### src/rtl/sdm_chan_seq_if.sv
// ----------------------------------------------------------------------------
// sdm_chan_seq_if
//   Channel-request bus between the channel-control register block (master)
//   and the divider configuration sequencer (slave).
//
//   cfg_valid   master -> slave  request valid (held until accepted)
//   cfg_ready   slave  -> master sequencer can accept a request
//   cfg_n       master -> slave  target integer divide (6 bits)
//   cfg_frac    master -> slave  target fraction (16 bits)
//   cfg_nc_en   master -> slave  enable noise cancellation after settle
//   cfg_nc_coef master -> slave  noise-cancel coefficient (15 bits)
// ----------------------------------------------------------------------------
interface sdm_chan_seq_if;
    logic        cfg_valid;
    logic        cfg_ready;
    logic [5:0]  cfg_n;
    logic [15:0] cfg_frac;
    logic        cfg_nc_en;
    logic [14:0] cfg_nc_coef;

    modport master (
        output cfg_valid,
        output cfg_n,
        output cfg_frac,
        output cfg_nc_en,
        output cfg_nc_coef,
        input  cfg_ready
    );

    modport slave (
        input  cfg_valid,
        input  cfg_n,
        input  cfg_frac,
        input  cfg_nc_en,
        input  cfg_nc_coef,
        output cfg_ready
    );
endinterface

### src/rtl/sdm_chan_seq.sv
// ----------------------------------------------------------------------------
// sdm_chan_seq
//   Configuration sequencer for the sigma-delta fractional-N divider loop.
//   Accepts a channel request, ramps the combined divide word {N, frac} to the
//   target in steps of at most RAMP_STEP per clock, waits SETTLE_CYC clocks,
//   optionally enables noise cancellation for NC_CYC clocks, then reports lock.
//
//   Ports
//     clk_dlf        in   loop-filter clock, rising edge
//     rstn           in   asynchronous active-low reset
//     cfg            slave modport of sdm_chan_seq_if (request handshake)
//     N              out  integer divide to the divider loop
//     sdm_in         out  fraction to the SDM
//     sdm_nc_enable  out  noise-cancel enable to the loop
//     sdm_nc_in      out  noise-cancel coefficient to the loop
//     busy           out  high while ramping / settling / in noise-cancel wait
//     locked         out  high once the sequence has completed
//     cfg_err        out  one-cycle pulse when an out-of-range request is
//                         rejected
// ----------------------------------------------------------------------------
module sdm_chan_seq #(
    parameter int unsigned RAMP_STEP  = 1024,
    parameter int unsigned SETTLE_CYC = 64,
    parameter int unsigned NC_CYC     = 16,
    parameter int unsigned N_MIN      = 8,
    parameter int unsigned N_MAX      = 62,
    parameter int unsigned N_RST      = 31,
    parameter int unsigned FRAC_RST   = 26625
) (
    input  logic                clk_dlf,
    input  logic                rstn,
    sdm_chan_seq_if.slave       cfg,
    output logic [5:0]          N,
    output logic [15:0]         sdm_in,
    output logic                sdm_nc_enable,
    output logic [14:0]         sdm_nc_in,
    output logic                busy,
    output logic                locked,
    output logic                cfg_err
);

    localparam int unsigned CNT_MAX  = (SETTLE_CYC > NC_CYC) ? SETTLE_CYC : NC_CYC;
    localparam int unsigned CNT_W    = $clog2(CNT_MAX + 1);
    localparam logic [21:0] RST_WORD = {6'(N_RST), 16'(FRAC_RST)};

    typedef enum logic [2:0] {
        S_IDLE,
        S_RAMP,
        S_SETTLE,
        S_NC_ON,
        S_LOCKED
    } state_t;

    state_t             state_q, state_d;
    logic [21:0]        cur_q, cur_d;
    logic [21:0]        tgt_q, tgt_d;
    logic               nc_en_q, nc_en_d;
    logic [14:0]        coef_q, coef_d;
    logic [CNT_W-1:0]   cnt_q, cnt_d;
    logic               nce_q, nce_d;
    logic [14:0]        nci_q, nci_d;
    logic               err_q, err_d;

    logic               accept;
    logic               req_in_range;
    logic [21:0]        ramp_word;

    // One ramp step: move toward tgt by min(|tgt-cur|, RAMP_STEP). The step is
    // clamped to the remaining distance, so the word never overshoots or wraps.
    function automatic logic [21:0] ramp_next(input logic [21:0] cur,
                                              input logic [21:0] tgt);
        logic signed [22:0] d;
        logic [22:0]        mag;
        logic [21:0]        step;
        d    = $signed({1'b0, tgt}) - $signed({1'b0, cur});
        mag  = d[22] ? 23'(-d) : 23'(d);
        step = (mag > 23'(RAMP_STEP)) ? 22'(RAMP_STEP) : mag[21:0];
        return d[22] ? (cur - step) : (cur + step);
    endfunction

    assign cfg.cfg_ready = (state_q == S_IDLE) || (state_q == S_LOCKED);
    assign accept        = cfg.cfg_valid && cfg.cfg_ready;
    assign req_in_range  = (cfg.cfg_n >= 6'(N_MIN)) && (cfg.cfg_n <= 6'(N_MAX));
    assign ramp_word     = ramp_next(cur_q, tgt_q);

    always_comb begin
        state_d = state_q;
        cur_d   = cur_q;
        tgt_d   = tgt_q;
        nc_en_d = nc_en_q;
        coef_d  = coef_q;
        cnt_d   = cnt_q;
        nce_d   = nce_q;
        nci_d   = nci_q;
        err_d   = 1'b0;

        case (state_q)
            S_IDLE, S_LOCKED: begin
                if (accept) begin
                    if (!req_in_range) begin
                        // Rejected requests leave everything else untouched.
                        err_d = 1'b1;
                    end else begin
                        tgt_d   = {cfg.cfg_n, cfg.cfg_frac};
                        nc_en_d = cfg.cfg_nc_en;
                        coef_d  = cfg.cfg_nc_coef;
                        nce_d   = 1'b0;
                        nci_d   = '0;
                        state_d = S_RAMP;
                    end
                end
            end
            S_RAMP: begin
                // A zero-distance request still spends one cycle here.
                cur_d = ramp_word;
                if (ramp_word == tgt_q) begin
                    state_d = S_SETTLE;
                    cnt_d   = CNT_W'(SETTLE_CYC - 1);
                end
            end
            S_SETTLE: begin
                if (cnt_q == '0) begin
                    if (nc_en_q) begin
                        // Enable and coefficient land with the first NC_ON cycle.
                        state_d = S_NC_ON;
                        cnt_d   = CNT_W'(NC_CYC - 1);
                        nce_d   = 1'b1;
                        nci_d   = coef_q;
                    end else begin
                        state_d = S_LOCKED;
                    end
                end else begin
                    cnt_d = cnt_q - 1'b1;
                end
            end
            S_NC_ON: begin
                if (cnt_q == '0) begin
                    state_d = S_LOCKED;
                end else begin
                    cnt_d = cnt_q - 1'b1;
                end
            end
            default: begin
                state_d = S_IDLE;
            end
        endcase
    end

    always_ff @(posedge clk_dlf or negedge rstn) begin
        if (!rstn) begin
            state_q <= S_IDLE;
            cur_q   <= RST_WORD;
            tgt_q   <= RST_WORD;
            nc_en_q <= 1'b0;
            coef_q  <= '0;
            cnt_q   <= '0;
            nce_q   <= 1'b0;
            nci_q   <= '0;
            err_q   <= 1'b0;
        end else begin
            state_q <= state_d;
            cur_q   <= cur_d;
            tgt_q   <= tgt_d;
            nc_en_q <= nc_en_d;
            coef_q  <= coef_d;
            cnt_q   <= cnt_d;
            nce_q   <= nce_d;
            nci_q   <= nci_d;
            err_q   <= err_d;
        end
    end

    assign N             = cur_q[21:16];
    assign sdm_in        = cur_q[15:0];
    assign sdm_nc_enable = nce_q;
    assign sdm_nc_in     = nci_q;
    assign cfg_err       = err_q;
    assign busy          = (state_q == S_RAMP) || (state_q == S_SETTLE) || (state_q == S_NC_ON);
    assign locked        = (state_q == S_LOCKED);

endmodule

### src/flat_wrapper.sv
// flat-port wrapper written by rule: the top's interface ports become plain ports
module sdm_chan_seq_flat 
#(
    parameter int unsigned RAMP_STEP  = 1024,
    parameter int unsigned SETTLE_CYC = 64,
    parameter int unsigned NC_CYC     = 16,
    parameter int unsigned N_MIN      = 8,
    parameter int unsigned N_MAX      = 62,
    parameter int unsigned N_RST      = 31,
    parameter int unsigned FRAC_RST   = 26625
)
  (clk_dlf, rstn, N, sdm_in, sdm_nc_enable, sdm_nc_in, busy, locked, cfg_err, cfg_cfg_valid, cfg_cfg_n, cfg_cfg_frac, cfg_cfg_nc_en, cfg_cfg_nc_coef, cfg_cfg_ready);
  sdm_chan_seq_if cfg_i ();
  input  logic clk_dlf;
  input  logic rstn;
  output logic [5:0] N;
  output logic [15:0] sdm_in;
  output logic sdm_nc_enable;
  output logic [14:0] sdm_nc_in;
  output logic busy;
  output logic locked;
  output logic cfg_err;
  input wire logic [$bits(cfg_i.cfg_valid)-1:0] cfg_cfg_valid;
  input wire logic [$bits(cfg_i.cfg_n)-1:0] cfg_cfg_n;
  input wire logic [$bits(cfg_i.cfg_frac)-1:0] cfg_cfg_frac;
  input wire logic [$bits(cfg_i.cfg_nc_en)-1:0] cfg_cfg_nc_en;
  input wire logic [$bits(cfg_i.cfg_nc_coef)-1:0] cfg_cfg_nc_coef;
  output wire logic [$bits(cfg_i.cfg_ready)-1:0] cfg_cfg_ready;
  assign cfg_i.cfg_valid = cfg_cfg_valid;
  assign cfg_i.cfg_n = cfg_cfg_n;
  assign cfg_i.cfg_frac = cfg_cfg_frac;
  assign cfg_i.cfg_nc_en = cfg_cfg_nc_en;
  assign cfg_i.cfg_nc_coef = cfg_cfg_nc_coef;
  assign cfg_cfg_ready = cfg_i.cfg_ready;
  sdm_chan_seq #(.RAMP_STEP(RAMP_STEP), .SETTLE_CYC(SETTLE_CYC), .NC_CYC(NC_CYC), .N_MIN(N_MIN), .N_MAX(N_MAX), .N_RST(N_RST), .FRAC_RST(FRAC_RST)) u_core (.clk_dlf(clk_dlf), .rstn(rstn), .cfg(cfg_i), .N(N), .sdm_in(sdm_in), .sdm_nc_enable(sdm_nc_enable), .sdm_nc_in(sdm_nc_in), .busy(busy), .locked(locked), .cfg_err(cfg_err));
endmodule
### config.mk
export PLATFORM = sky130hd
export DESIGN_NAME = sdm_chan_seq_flat
export DESIGN_NICKNAME = d
export VERILOG_FILES = /design/src/rtl/sdm_chan_seq_if.sv /design/src/rtl/sdm_chan_seq.sv /design/src/flat_wrapper.sv
export SDC_FILE = /design/constraint.sdc
export NUM_CORES = 1
export LEC_CHECK = 0
export ABC_CLOCK_PERIOD_IN_PS = 7400
export CORE_AREA = 2 2 137 153
export DETAILED_ROUTE_END_ITERATION = 12
export DIE_AREA = 0 0 139 155
export SYNTH_ARGS = -nofsm -noshare
export SYNTH_HDL_FRONTEND = slang
export SYNTH_SLANG_ARGS = --single-unit
export TNS_END_PERCENT = 30
### constraint.sdc
create_clock -name clk_dlf -period 7.4 [get_ports clk_dlf]
set_input_delay 1.48 -clock clk_dlf [delete_from_list [all_inputs] [get_ports clk_dlf]]
set_output_delay 1.48 -clock clk_dlf [all_outputs]
set_load 0.02 [all_outputs]
==> run_results.csv, run 1 <==
group,metric,value,unit
status,outcome,"finished with violations",
status,violations,"negative setup slack",
power,p_leak,5.10,nW
worst_setup_path,critPathLaunchType,"flip-flop",
clocking,clk_latency,340,ps
global_routing,antenna_found_initial,0,
logic_synthesis,synthFlopType,"dfrtp_1",
routing,viasPerCell,5.54,
sta,fin_crit_sh,101,%
routing,vias,8322,
sta,fin_worst_skew,12.4,ps
logic_synthesis,synth_warnings,0,
worst_setup_path,cpMaxStageDelayCell,"dfstp_2",
routing,drc,0,
layout,drive_gt1_share,35.2,%
placement,placed_cell_area,0.0107,mm2
clocking,cts_root_buf,"clkbuf_16",
sta,slew_headroom,33.8,%
sta,maxSlewViolCount,0,
logic_synthesis,yosysSeqAreaShare,27.9,%
clocking,cts_tree,"yes",
placement,place.gp.congestion,0.995,
layout,final_cell_mix,"buf_4 (259), nand2_1 (85), clkdlybuf4s50_1 (81)",
die,io_pins,83,
worst_setup_path,reg2reg_from,"u_core.tgt_q[0]$_DFFE_PN1P_",
die,start_util,39.3,%
worst_setup_path,end_kind,"flip-flop",
logic_synthesis,async_reset_ff_share,100,%
die,num_rows,55,
logic_synthesis,synth_edf_count,0,
power,power_density,478,mW/mm2
placement,dp_hpwl,20900,um
global_routing,grt-ovfl-total,0,
global_routing,grt_start_max_net_pins,57,
layout,layout_commonest_cell,"buf_4",
worst_setup_path,required,7630,ps
routing,wl_per_cell,17.7,um
worst_hold_path,hp-start,"u_core.coef_q[0]$_DFFE_PN0P_",
routing,wirelength,26500,um
die,core,0.0201,mm2
layout,nets,1329,
routing,first_pass_iters,5,
logic_synthesis,syn_area,0.00789,mm2
worst_setup_path,path_class,"flip-flop to flip-flop",
clocking,numCtsBuffers,9,
logic_synthesis,synthDistinctLibCells,88,
die,fp.dieW,139,um
clocking,cts_hold_buf,0,
logic_synthesis,syn_area_per_cell,8.42,um2
die,dieArea,0.0215,mm2
placement,numPortBuffers,82,
layout,final_core_util,57.6,%
routing,ant_nets,0,
sta,hold_viol,0,
worst_setup_path,path_common_cell,"buf_4",
clocking,cts_buffer_depth,2,
job,drv_cap,0,
worst_setup_path,critPathMaxFanout,7,
power,power.total,5.53,mW
sta,period_minus_slack,7470,ps
power,ir_drop,0.256,mV
worst_setup_path,cp_slowest_stage_delay,540,ps
logic_synthesis,syn_nets,1026,
sta,fmax,0.134,GHz
layout,n_antenna_cell,0,
clocking,clk_pin_slew,70,ps
sta,tightest_slew,993,ps
routing,drtIter0Drc,410,
die,die_height,155,um
clocking,cts.htree.levels,3,
global_routing,grt_pass1_vias,8258,
sta,setup-tns-final,-109,ps
worst_setup_path,arrival,7700,ps
layout,fin_area,0.0116,mm2
layout,syn2layout_area_growth,46.7,%
worst_setup_path,worstSetupStartpoint,"u_core.tgt_q[0]$_DFFE_PN1P_",
worst_hold_path,min_path_type,"flip-flop to flip-flop",
sta,setup_ws,-73.3,ps
logic_synthesis,synth_seq_cells,87,
global_routing,grtUsageTotal,24.4,%
logic_synthesis,synth_cells,937,
sta,rsz0062_at_grt,"true",
global_routing,grt_pass1_wl,42800,um
sta,setup_viol,2,
clocking,clkSinkCount,87,
-- where the power goes --
part	leakage (nW)	internal, mW	switching, mW
logic	3.86	2.14	2.32
clock network	0.142	0.236	0.212
registers	1.10	0.577	0.0433
-- cell type report --
| class | count | area (um2) |
|---|---|---|
| clock buffer | 9 | 225 |
| tap | 256 | 320 |
| fill | 1851 | 8520 |
| clock inverter | 7 | 63.8 |
| timing repair buffer | 341 | 2780 |
| inverter | 39 | 146 |
| sequential | 87 | 2200 |
| multi-input combinational | 762 | 5850 |
-- routing by layer --
metal	up-vias	share of wire, %	track usage (%)
li1	4082	-	-
met3	43	3.9	2.68
met1	3971	43	30.8
met5	-	0	0
met2	226	50	43.7
met4	0	2.8	7.84
-- synth_stat cells, types with 15 or more instances --
library cell / instances / area, um2
dfstp_2: 18 / 473
o21ai_0: 66 / 330
clkbuf_1: 37 / 139
nor2_1: 63 / 236
inv_1: 39 / 146
dfrtp_1: 69 / 1730
a21oi_1: 71 / 355
nand3_1: 26 / 130
ha_1: 46 / 576
a22o_1: 19 / 166
xnor2_1: 32 / 280
nand2_1: 87 / 327
nor3_1: 19 / 95.1
nand4_1: 15 / 93.8
mux2_2: 43 / 484
xor2_1: 25 / 219
-- registers in the layout, summed over array words and instances (netlist names) --
register,cells
u_core.cur_q,22
u_core.tgt_q,22
u_core.coef_q,15
u_core.sdm_nc_in,15
u_core.cnt_q,7
u_core.state_q,3
u_core.cfg_err,1
u_core.nc_en_q,1
u_core.sdm_nc_enable,1
-- through the flow --
step	cells	hold WS, ps	setup slack, ps
finish	1501	491	-73.3
detailed placement	1463	473	-516
CTS	1493	492	-30.9
global route	1501	504	-440
global placement	1463	468	-645
floorplan	937	461	-30.0
-- worst max-delay path, delay by kind of cell, from the launching register on --
family | cells | cell delay (ps)
multiplexers | 2 | 430
flip-flops | 1 | 540
adder cells (fa/ha/maj) | 4 | 1100
AO/OA/AOI/OAI | 10 | 1790
buffers and inverters | 12 | 1710
AND/OR/NAND/NOR | 8 | 1590
XOR/XNOR | 1 | 160
-- final timing paths --
path	depth (start not counted)	end	slack (ps)
max	37	u_core.cnt_q[1]$_DFFE_PN0P_	-70
min	1	u_core.sdm_nc_in[0]$_DFFE_PN0P_	490
max reg2reg	37	u_core.cnt_q[1]$_DFFE_PN0P_	-70
min reg2reg	1	u_core.sdm_nc_in[0]$_DFFE_PN0P_	490
max in group asynchronous	2	u_core.cur_q[1]$_DFFE_PN0P_	5250
min in group asynchronous	1	u_core.cnt_q[0]$_DFFE_PN0P_	1080
-- kinds of logic after synthesis --
kind of cell | count (synthesis) | share of synthesized area, %
xor+xnor | 58 | 6.53
fa+ha+maj | 48 | 7.80
simple gates | 310 | 20.3
flops | 87 | 27.9
buf+inv | 88 | 4.49
compound gates | 296 | 25.9
mux | 50 | 7.09
-- what timing repair did --
action                     4_1_cts  5_1_grt
pin swaps                       29       35
setup endpoints to repair        9        9
gates resized for setup         36       35
buffers inserted                14        9
Note: power is estimated with default switching activity, not from simulation.
==> run 2, diff against run 1 <==
Settings changed: CORE_AREA 2 2 137 153 to 2 2 120 133, DIE_AREA 0 0 139 155 to 0 0 122 135, PLACE_DENSITY set to 0.77.
==> run 2 against run 1 <==
  * The run still ends with negative setup slack left
  * Die area down 24%
  * Count of clock-buffer cells in the layout up 3
  * Clock power up 8.0%
  * Clock skew about the same
  * Worst hold slack worse by 7.8 ps
  * Wire length up 5.1%
  * Combinational power up 2%
  * Total power up 2.0%
  * Register-to-register slack worse by 320 ps
  * First-iteration DRC count up 98%
  * Highest routed layer unchanged
==> run_results.csv, run 2 (synthesis gave the netlist of run 1 again) <==
group,metric,value,unit
status,outcome,"finished with violations",
status,violations,"negative setup slack",
sta,fmax,0.128,GHz
worst_setup_path,reg2reg_setup_slack,-390,ps
worst_setup_path,reg2reg_depth,31,
clocking,clkSinkCount,87,
clocking,cts_hold_buf,0,
worst_setup_path,end_kind,"flip-flop",
worst_hold_path,min_delay_worst_endpoint,"u_core.sdm_nc_in[12]$_DFFE_PN0P_",
global_routing,grt_start_max_net_pins,58,
routing,ant_nets,0,
routing,wirelength,27900,um
power,power.total,5.64,mW
global_routing,grtUsageTotal,33.0,%
layout,layout_commonest_cell,"buf_4",
worst_setup_path,critPathLaunchType,"flip-flop",
routing,wl_per_cell,19.4,um
placement,dp_hpwl,19700,um
placement,numPortBuffers,82,
clocking,cts_root_buf,"clkbuf_16",
layout,final_cell_mix,"buf_4 (248), nand2_1 (86), clkdlybuf4s50_1 (81)",
job,drv_cap,0,
global_routing,antenna_found_initial,0,
worst_setup_path,reg2reg_from,"u_core.tgt_q[0]$_DFFE_PN1P_",
layout,fin_area,0.0115,mm2
sta,setup_viol,9,
sta,setup_ws,-389,ps
worst_hold_path,hold_depth,1,
layout,top_regs,"u_core.cur_q (22), u_core.tgt_q (22)",
global_routing,grt_pass1_vias,8738,
global_routing,grt-ovfl-total,0,
layout,n_fill_cell,991,
worst_hold_path,min_path_type,"flip-flop to flip-flop",
sta,slew_headroom,34.1,%
sta,fin_crit_sh,105,%
clocking,numCtsBuffers,9,
power,p_leak,5.05,nW
power,power_density,492,mW/mm2
die,io_pins,83,
sta,setup-tns-final,-2590,ps
die,fp.dieW,122,um
routing,vias,8892,
layout,final_core_util,76.4,%
power,ir_drop,0.269,mV
worst_setup_path,cpMaxStageDelayCell,"dfstp_2",
worst_setup_path,arrival,8020,ps
worst_setup_path,crit_buf_inv,4,
routing,viasPerCell,6.21,
sta,period_minus_slack,7790,ps
worst_setup_path,r2r-end,"u_core.cnt_q[1]$_DFFE_PN0P_",
clocking,clk_latency,350,ps
worst_setup_path,cp_slowest_stage_delay,540,ps
worst_setup_path,crit_family,"compound AO/OA/AOI/OAI gates",
sta,tightest_slew,988,ps
placement,place_ws,-480,ps
clocking,cts_buffer_depth,2,
layout,syn2layout_area_growth,45.2,%
sta,maxSlewViolCount,0,
die,num_rows,47,
routing,first_pass_iters,7,
placement,place.gp.congestion,0.955,
layout,nets,1321,
die,die_height,135,um
die,start_util,52.6,%
sta,hold_viol,0,
die,dieArea,0.0165,mm2
clocking,cts_tree,"yes",
die,core,0.0150,mm2
routing,drc,0,
layout,n_antenna_cell,0,
sta,rsz0062_at_grt,"true",
clocking,cts.htree.levels,3,
worst_setup_path,required,7630,ps
clocking,clk_pin_slew,70,ps
placement,placed_cell_area,0.0106,mm2
sta,fin_worst_skew,12.2,ps
worst_setup_path,path_class,"flip-flop to flip-flop",
worst_hold_path,hp-start,"u_core.coef_q[12]$_DFFE_PN0P_",
routing,drtIter0Drc,812,
global_routing,grt_pass1_wl,43200,um
worst_setup_path,critPathMaxFanout,3,
layout,drive_gt1_share,33.8,%
run 2: layer usage:
| layer | vias to the layer above | wire [um] | GRT usage [%] |
|---|---|---|---|
| met5 | - | 0 | 0 |
| met4 | 0 | 1460 | 14.9 |
| met3 | 142 | 1600 | 4.69 |
| met2 | 415 | 13900 | 58.9 |
| met1 | 4264 | 10900 | 38.9 |
| li1 | 4071 | - | - |
run 2: power breakdown:
group	total [mW]	leakage, nW	switching (mW)	internal [mW]
clock network	0.484	0.147	0.189	0.296
registers	0.625	1.10	0.0473	0.578
logic	4.53	3.81	2.42	2.11
run 2: worst max path at each step:
stage	from	to	slack [ps]	cells past startpoint
final	u_core.tgt_q[0]$_DFFE_PN1P_	u_core.cnt_q[1]$_DFFE_PN0P_	-390	31
after global routing	u_core.tgt_q[0]$_DFFE_PN1P_	u_core.cnt_q[1]$_DFFE_PN0P_	-780	32
after CTS	u_core.tgt_q[0]$_DFFE_PN1P_	u_core.cnt_q[1]$_DFFE_PN0P_	-120	36
after detailed placement	u_core.tgt_q[0]$_DFFE_PN1P_	u_core.cnt_q[1]$_DFFE_PN0P_	-480	34
after global placement	u_core.tgt_q[0]$_DFFE_PN1P_	u_core.cnt_q[1]$_DFFE_PN0P_	-470	34
after floorplan	u_core.tgt_q[0]$_DFFE_PN1P_	u_core.cnt_q[1]$_DFFE_PN0P_	-30	35
run 2: area by class of cell:
| cell class | instances | area, um2 | area share, % |
|---|---|---|---|
| multi-input cells | 762 | 5830 | 50.9 |
| repair buffers | 333 | 2730 | 23.8 |
| flip-flops and latches | 87 | 2200 | 19.2 |
| well taps | 196 | 245 | 2.14 |
| clock buffers | 12 | 236 | 2.06 |
| inverters | 39 | 146 | 1.28 |
| clock inverters | 4 | 72.6 | 0.633 |
run 2: through the flow:
stage,hold WS [ps],instances
2_1_floorplan,461,937
3_3_place_gp,466,1388
3_5_place_dp,476,1388
4_1_cts,488,1430
5_1_grt,500,1433
6_report,483,1433
run 2: what timing repair did:
action                                  4_1_cts  5_1_grt
endpoints found under the hold margin         0        0
resized for setup                            37       30
endpoints found under the setup margin        9       11
setup buffers                                26        7
pin swaps                                    33       25
==> run 3, diff against run 2 <==
Settings changed: HOLD_SLACK_MARGIN set to 0.02, SKIP_LAST_GASP set to 1.
==> run 3 against run 2 <==
  * The flow still finishes with violations (negative setup slack)
  * Sequential cell count stayed put
  * Utilization is 0.62 points lower
  * First-iteration DRC count is 10% lower
  * Critical path type unchanged
  * Maximum frequency hardly changed
  * Non-clock buffer count stayed put
  * Combinational power is 2% lower
  * Sequential power hardly changed
  * Critical endpoint unchanged
  * Final area is 0.81% lower
  * Die area stayed put
==> run_results.csv, run 3 (synthesis gave the netlist of run 1 again) <==
group,metric,value,unit
job,drv_cap,0,
layout,nets,1321,
status,outcome,"finished with violations",
layout,syn2layout_area_growth,44.1,%
routing,first_pass_iters,7,
die,fp.dieW,122,um
status,violations,"negative setup slack",
worst_setup_path,end_kind,"flip-flop",
global_routing,grt-ovfl-total,0,
worst_setup_path,critPathLaunchType,"flip-flop",
worst_setup_path,path_class,"flip-flop to flip-flop",
global_routing,grtUsageTotal,32.8,%
clocking,clk_latency,340,ps
worst_setup_path,critPathMaxFanout,6,
sta,fin_worst_skew,12.3,ps
power,power.total,5.52,mW
routing,wl_per_cell,18.7,um
layout,drive_gt1_share,33.1,%
clocking,clkSinkCount,87,
sta,rsz0062_at_grt,"true",
clocking,numCtsBuffers,9,
sta,maxSlewViolCount,0,
placement,place.gp.congestion,0.955,
routing,drc,0,
sta,setup_viol,9,
layout,final_core_util,75.8,%
sta,setup_ws,-395,ps
die,io_pins,83,
sta,slew_headroom,34.2,%
worst_setup_path,required,7630,ps
sta,hold_viol,0,
die,start_util,52.6,%
layout,layout_commonest_cell,"buf_4",
global_routing,grt_start_max_net_pins,58,
clocking,cts.htree.levels,3,
power,power_density,486,mW/mm2
layout,final_cell_mix,"buf_4 (249), nand2_1 (86), clkdlybuf4s50_1 (81)",
power,ir_drop,0.283,mV
worst_setup_path,arrival,8020,ps
power,p_leak,5.03,nW
routing,vias,8696,
die,dieArea,0.0165,mm2
routing,wirelength,26800,um
clocking,cts_hold_buf,0,
worst_setup_path,cp_slowest_stage_delay,560,ps
die,num_rows,47,
clocking,cts_root_buf,"clkbuf_16",
sta,fmax,0.128,GHz
routing,viasPerCell,6.07,
global_routing,grt_pass1_vias,8777,
clocking,cts_buffer_depth,2,
sta,fin_crit_sh,105,%
die,die_height,135,um
die,core,0.0150,mm2
sta,tightest_slew,986,ps
placement,dp_hpwl,19700,um
placement,numPortBuffers,82,
routing,ant_nets,0,
clocking,clk_pin_slew,70,ps
clocking,cts_tree,"yes",
global_routing,antenna_found_initial,0,
layout,n_antenna_cell,0,
worst_setup_path,cpMaxStageDelayCell,"dfstp_2",
placement,place_ws,-480,ps
worst_hold_path,min_path_type,"flip-flop to flip-flop",
global_routing,grt_pass1_wl,43000,um
layout,top_regs,"u_core.cur_q (22), u_core.tgt_q (22)",
sta,period_minus_slack,7790,ps
sta,setup-tns-final,-2710,ps
worst_setup_path,path_common_cell,"buf_4",
routing,drtIter0Drc,729,
## run 3: stage by stage
step | hold slack [ps] | instances | instance area [um2]
2_1_floorplan | 461 | 937 | 8050
3_3_place_gp | 466 | 1388 | 10600
3_5_place_dp | 476 | 1388 | 10600
4_1_cts | 488 | 1430 | 11300
5_1_grt | 500 | 1433 | 11400
6_report | 483 | 1433 | 11400
## run 3: layer usage
metal  up-vias  track usage [%]  wire length, um  share of wire [%]
met5         -                0                0                  0
met2       320             58.6            13500                 50
li1       4065                -                -                  -
met1      4213             38.4            10700                 40
met4         0             15.3             1160                4.3
met3        98             5.03             1480                5.5
## run 3: worst paths after layout
check                      slack, ps                     startpoint  depth (start not counted)                                to
max                             -390    u_core.cur_q[0]$_DFFE_PN1P_                         36       u_core.cnt_q[1]$_DFFE_PN0P_
min                              480  u_core.coef_q[12]$_DFFE_PN0P_                          1  u_core.sdm_nc_in[12]$_DFFE_PN0P_
max reg2reg                     -390    u_core.cur_q[0]$_DFFE_PN1P_                         36       u_core.cnt_q[1]$_DFFE_PN0P_
min reg2reg                      480  u_core.coef_q[12]$_DFFE_PN0P_                          1  u_core.sdm_nc_in[12]$_DFFE_PN0P_
max in group asynchronous       5280                           rstn                          2     u_core.coef_q[11]$_DFFE_PN0P_
min in group asynchronous       1060                           rstn                          1       u_core.cnt_q[4]$_DFFE_PN0P_
## run 3: area by class of cell
| class | instances | area, um2 |
|---|---|---|
| Clock buffer | 12 | 236 |
| Timing Repair Buffer | 333 | 2720 |
| Tap cell | 196 | 245 |
| Clock inverter | 4 | 72.6 |
| Fill cell | 1006 | 3630 |
| Multi-Input combinational cell | 762 | 5750 |
| Inverter | 39 | 146 |
| Sequential cell | 87 | 2200 |
## run 3: critical path, delay by kind of cell (launching register included)
family | cells | cell delay, ps
flops | 1 | 560
buf+inv | 4 | 670
compound gates | 15 | 2830
mux | 1 | 290
xor+xnor | 2 | 430
simple gates | 10 | 2020
fa+ha+maj | 4 | 860
## run 3: where the power goes
group / total (mW) / leakage [nW] / switching, mW / internal (mW)
clock network: 0.481 / 0.147 / 0.185 / 0.296
logic: 4.42 / 3.79 / 2.31 / 2.10
registers: 0.625 / 1.10 / 0.0470 / 0.578
total: 5.52 / 5.03 / 2.54 / 2.98
## run 3: timing repair
item / 4_1_cts / 5_1_grt
hold endpoints to repair: 0 / 0
setup buffers: 26 / 4
setup endpoints to repair: 9 / 11
resized for setup: 36 / 14
pin swaps: 31 / 12
==> RTL edit, RTL diff (flow settings as in run 1) <==
Put one more register stage on the output `cfg_err`, cleared by the reset. The value now appears one clock later. The other outputs are not delayed to match. Comments in the files are not updated.
--- a/src/rtl/sdm_chan_seq.sv
+++ b/src/rtl/sdm_chan_seq.sv
@@ -174,7 +174,13 @@
     assign sdm_in        = cur_q[15:0];
     assign sdm_nc_enable = nce_q;
     assign sdm_nc_in     = nci_q;
-    assign cfg_err       = err_q;
+    always_ff @(posedge clk_dlf or negedge rstn) begin
+        if (!rstn) begin
+            cfg_err <= '0;
+        end else begin
+            cfg_err <= err_q;
+        end
+    end
     assign busy          = (state_q == S_RAMP) || (state_q == S_SETTLE) || (state_q == S_NC_ON);
     assign locked        = (state_q == S_LOCKED);
 
Formal check against the unedited RTL: not equivalent (Yosys sat finds a counterexample within 4 cycles, from zero or initial values and one cycle with rstn low).
==> RTL edit against run 1 <==
The flow still finishes with violations (negative setup slack). Routed wire length grew 9.0%. Worst hold slack got worse by 120 ps. Worst setup slack lost 950 ps. Synthesized area up 5.9%. Sequential share of layout area shrank 1.7 points. Cell area increased by 11%. Sequential cell count grew 1.
Power is not shown: default switching activity piles up to over one toggle a cycle in this logic, so the estimate is an artifact.
==> RTL edit: results <==
[status]
status = "finished with violations"
violations = "negative setup slack"

[logic_synthesis]
synthTopCellsByArea = "dfrtp_1 21%, ha_1 6.9%, dfstp_2 5.7%, mux2_2 5.3%, nand2_1 4.1%"
synth_mux_area_frac = 0.0621
synthAdderAreaFrac = 0.0737
syn_nets = 1082
synth_compound_area_frac = 0.254
ys_types = 84
synth.top_cells.by_count = "91 x nand2_1, 70 x dfrtp_1, 60 x o21ai_0, 56 x nor2_1, 54 x a21oi_1"
yosys_warnings = 0
synth-xor-area-share = 0.0759
synth_top_flop_cell = "dfrtp_1"
ys_seq_area_frac = 0.266
postSynth.asyncResetShare = 1.00

[cts]
cts_made_buffers = 9
cts-root-buf = "clkbuf_16"
clkLatencyLatePin_ps = 360
path_clk_slew_ps = 80
htreeDepth = 3
cts_buffer_depth = 2

[route]
met1_length_mm = 12.9
drt_first_iter_violations = 617
wl_met3_mm = 1.06
wl_met2_mm = 14.1
wl_mm = 28.9
vias = 9275
topRoutingLayerUsed = "met4"
drtPass1Iterations = 5

[sta]
finalSetupViolCount = 10
fin_skew_ps = 14.7
finalCriticalPeriod_ps = 8420
tightest_slew_ps = 1080
finalSetupTns_ps = -6650
final.setup.worst_slack_ps = -1020
clock.fmax_ghz = 0.119

[grt]
grt_max_degree = 63
grt_usage = 0.267
antenna_found_initial = 0
grt_pass1_vias = 9209
grt_first_pass_wirelength_mm = 46.8

[final_layout]
drive_gt1_frac = 0.377
insertedDiodeCount = 0
design.final.nets = 1494
largestRegisters = "u_core.cur_q (22), u_core.tgt_q (22)"

[placed_design]
post_dp_cell_area_um2 = 12100
dpl.hpwl_mm = 23.2
numPortBuffers = 82
gp_congestion = 0.911

[min_path]
hold_class = "reg2reg"

[worst_setup_path]
max_stage_delay_ps = 570
cp.arrival_ps = 8640
cpMaxStageDelayCell = "dfstp_2"
cp_max_fo = 5
==> RTL edit: area by class of cell <==
type | instances | area, um^2
Clock buffer | 9 | 225
Sequential cell | 88 | 2230
Timing Repair Buffer | 451 | 3620
Fill cell | 1775 | 7250
Inverter | 40 | 153
Multi-Input combinational cell | 815 | 6230
Clock inverter | 7 | 70.1
Tap cell | 256 | 320
==> RTL edit: worst max-delay path, delay by kind of cell (launching register included) <==
kind,cells,cell delay (ps)
simple gates,16,3190
compound gates,13,2940
fa+ha+maj,4,800
buf+inv,6,760
flops,1,570
==> RTL edit: final timing paths <==
path                       slack (ps)             from  cells past startpoint          endpoint
min reg2reg                       370     u_core.err_q                      0    u_core.cfg_err
max in group asynchronous        5240             rstn                      2  u_core.cur_q[15]
max reg2reg                     -1020  u_core.cur_q[0]                     39   u_core.cnt_q[1]
min in group asynchronous        1040             rstn                      1   u_core.cur_q[3]
max                             -1020  u_core.cur_q[0]                     39   u_core.cnt_q[1]
min                               370     u_core.err_q                      0    u_core.cfg_err
==> RTL edit: per-layer routing <==
layer / vias to the layer above / track usage
met5: - / 0
met4: 0 / 0.0895
met3: 48 / 0.0225
met2: 208 / 0.468
met1: 4459 / 0.349
li1: 4560 / -
==> RTL edit: cells by family (layout without fill, tap and decap cells) <==
kind of cell | Yosys count | after routing
mux | 47 | 47
flops | 88 | 88
simple gates | 358 | 358
compound gates | 301 | 301
buf+inv | 90 | 507
xor+xnor | 61 | 61
fa+ha+maj | 48 | 48
==> RTL edit: what timing repair did <==
item                                    in CTS  in global routing
gates resized for setup                     30                 41
setup buffers                                3                 10
endpoints found under the setup margin      10                 14
pin swaps                                   26                 34
endpoints found under the hold margin        0                  0
==> RTL edit: through the flow <==
stage | setup slack [ps] | std cells | utilization | hold slack, ps
after floorplan | -881 | 993 | - | 331
after global placement | -1030 | 1638 | 0.603 | 334
after detailed placement | -1180 | 1638 | 0.603 | 362
after CTS | -899 | 1656 | 0.624 | 380
after global routing | -1460 | 1666 | 0.639 | 382
final | -1020 | 1666 | 0.639 | 373
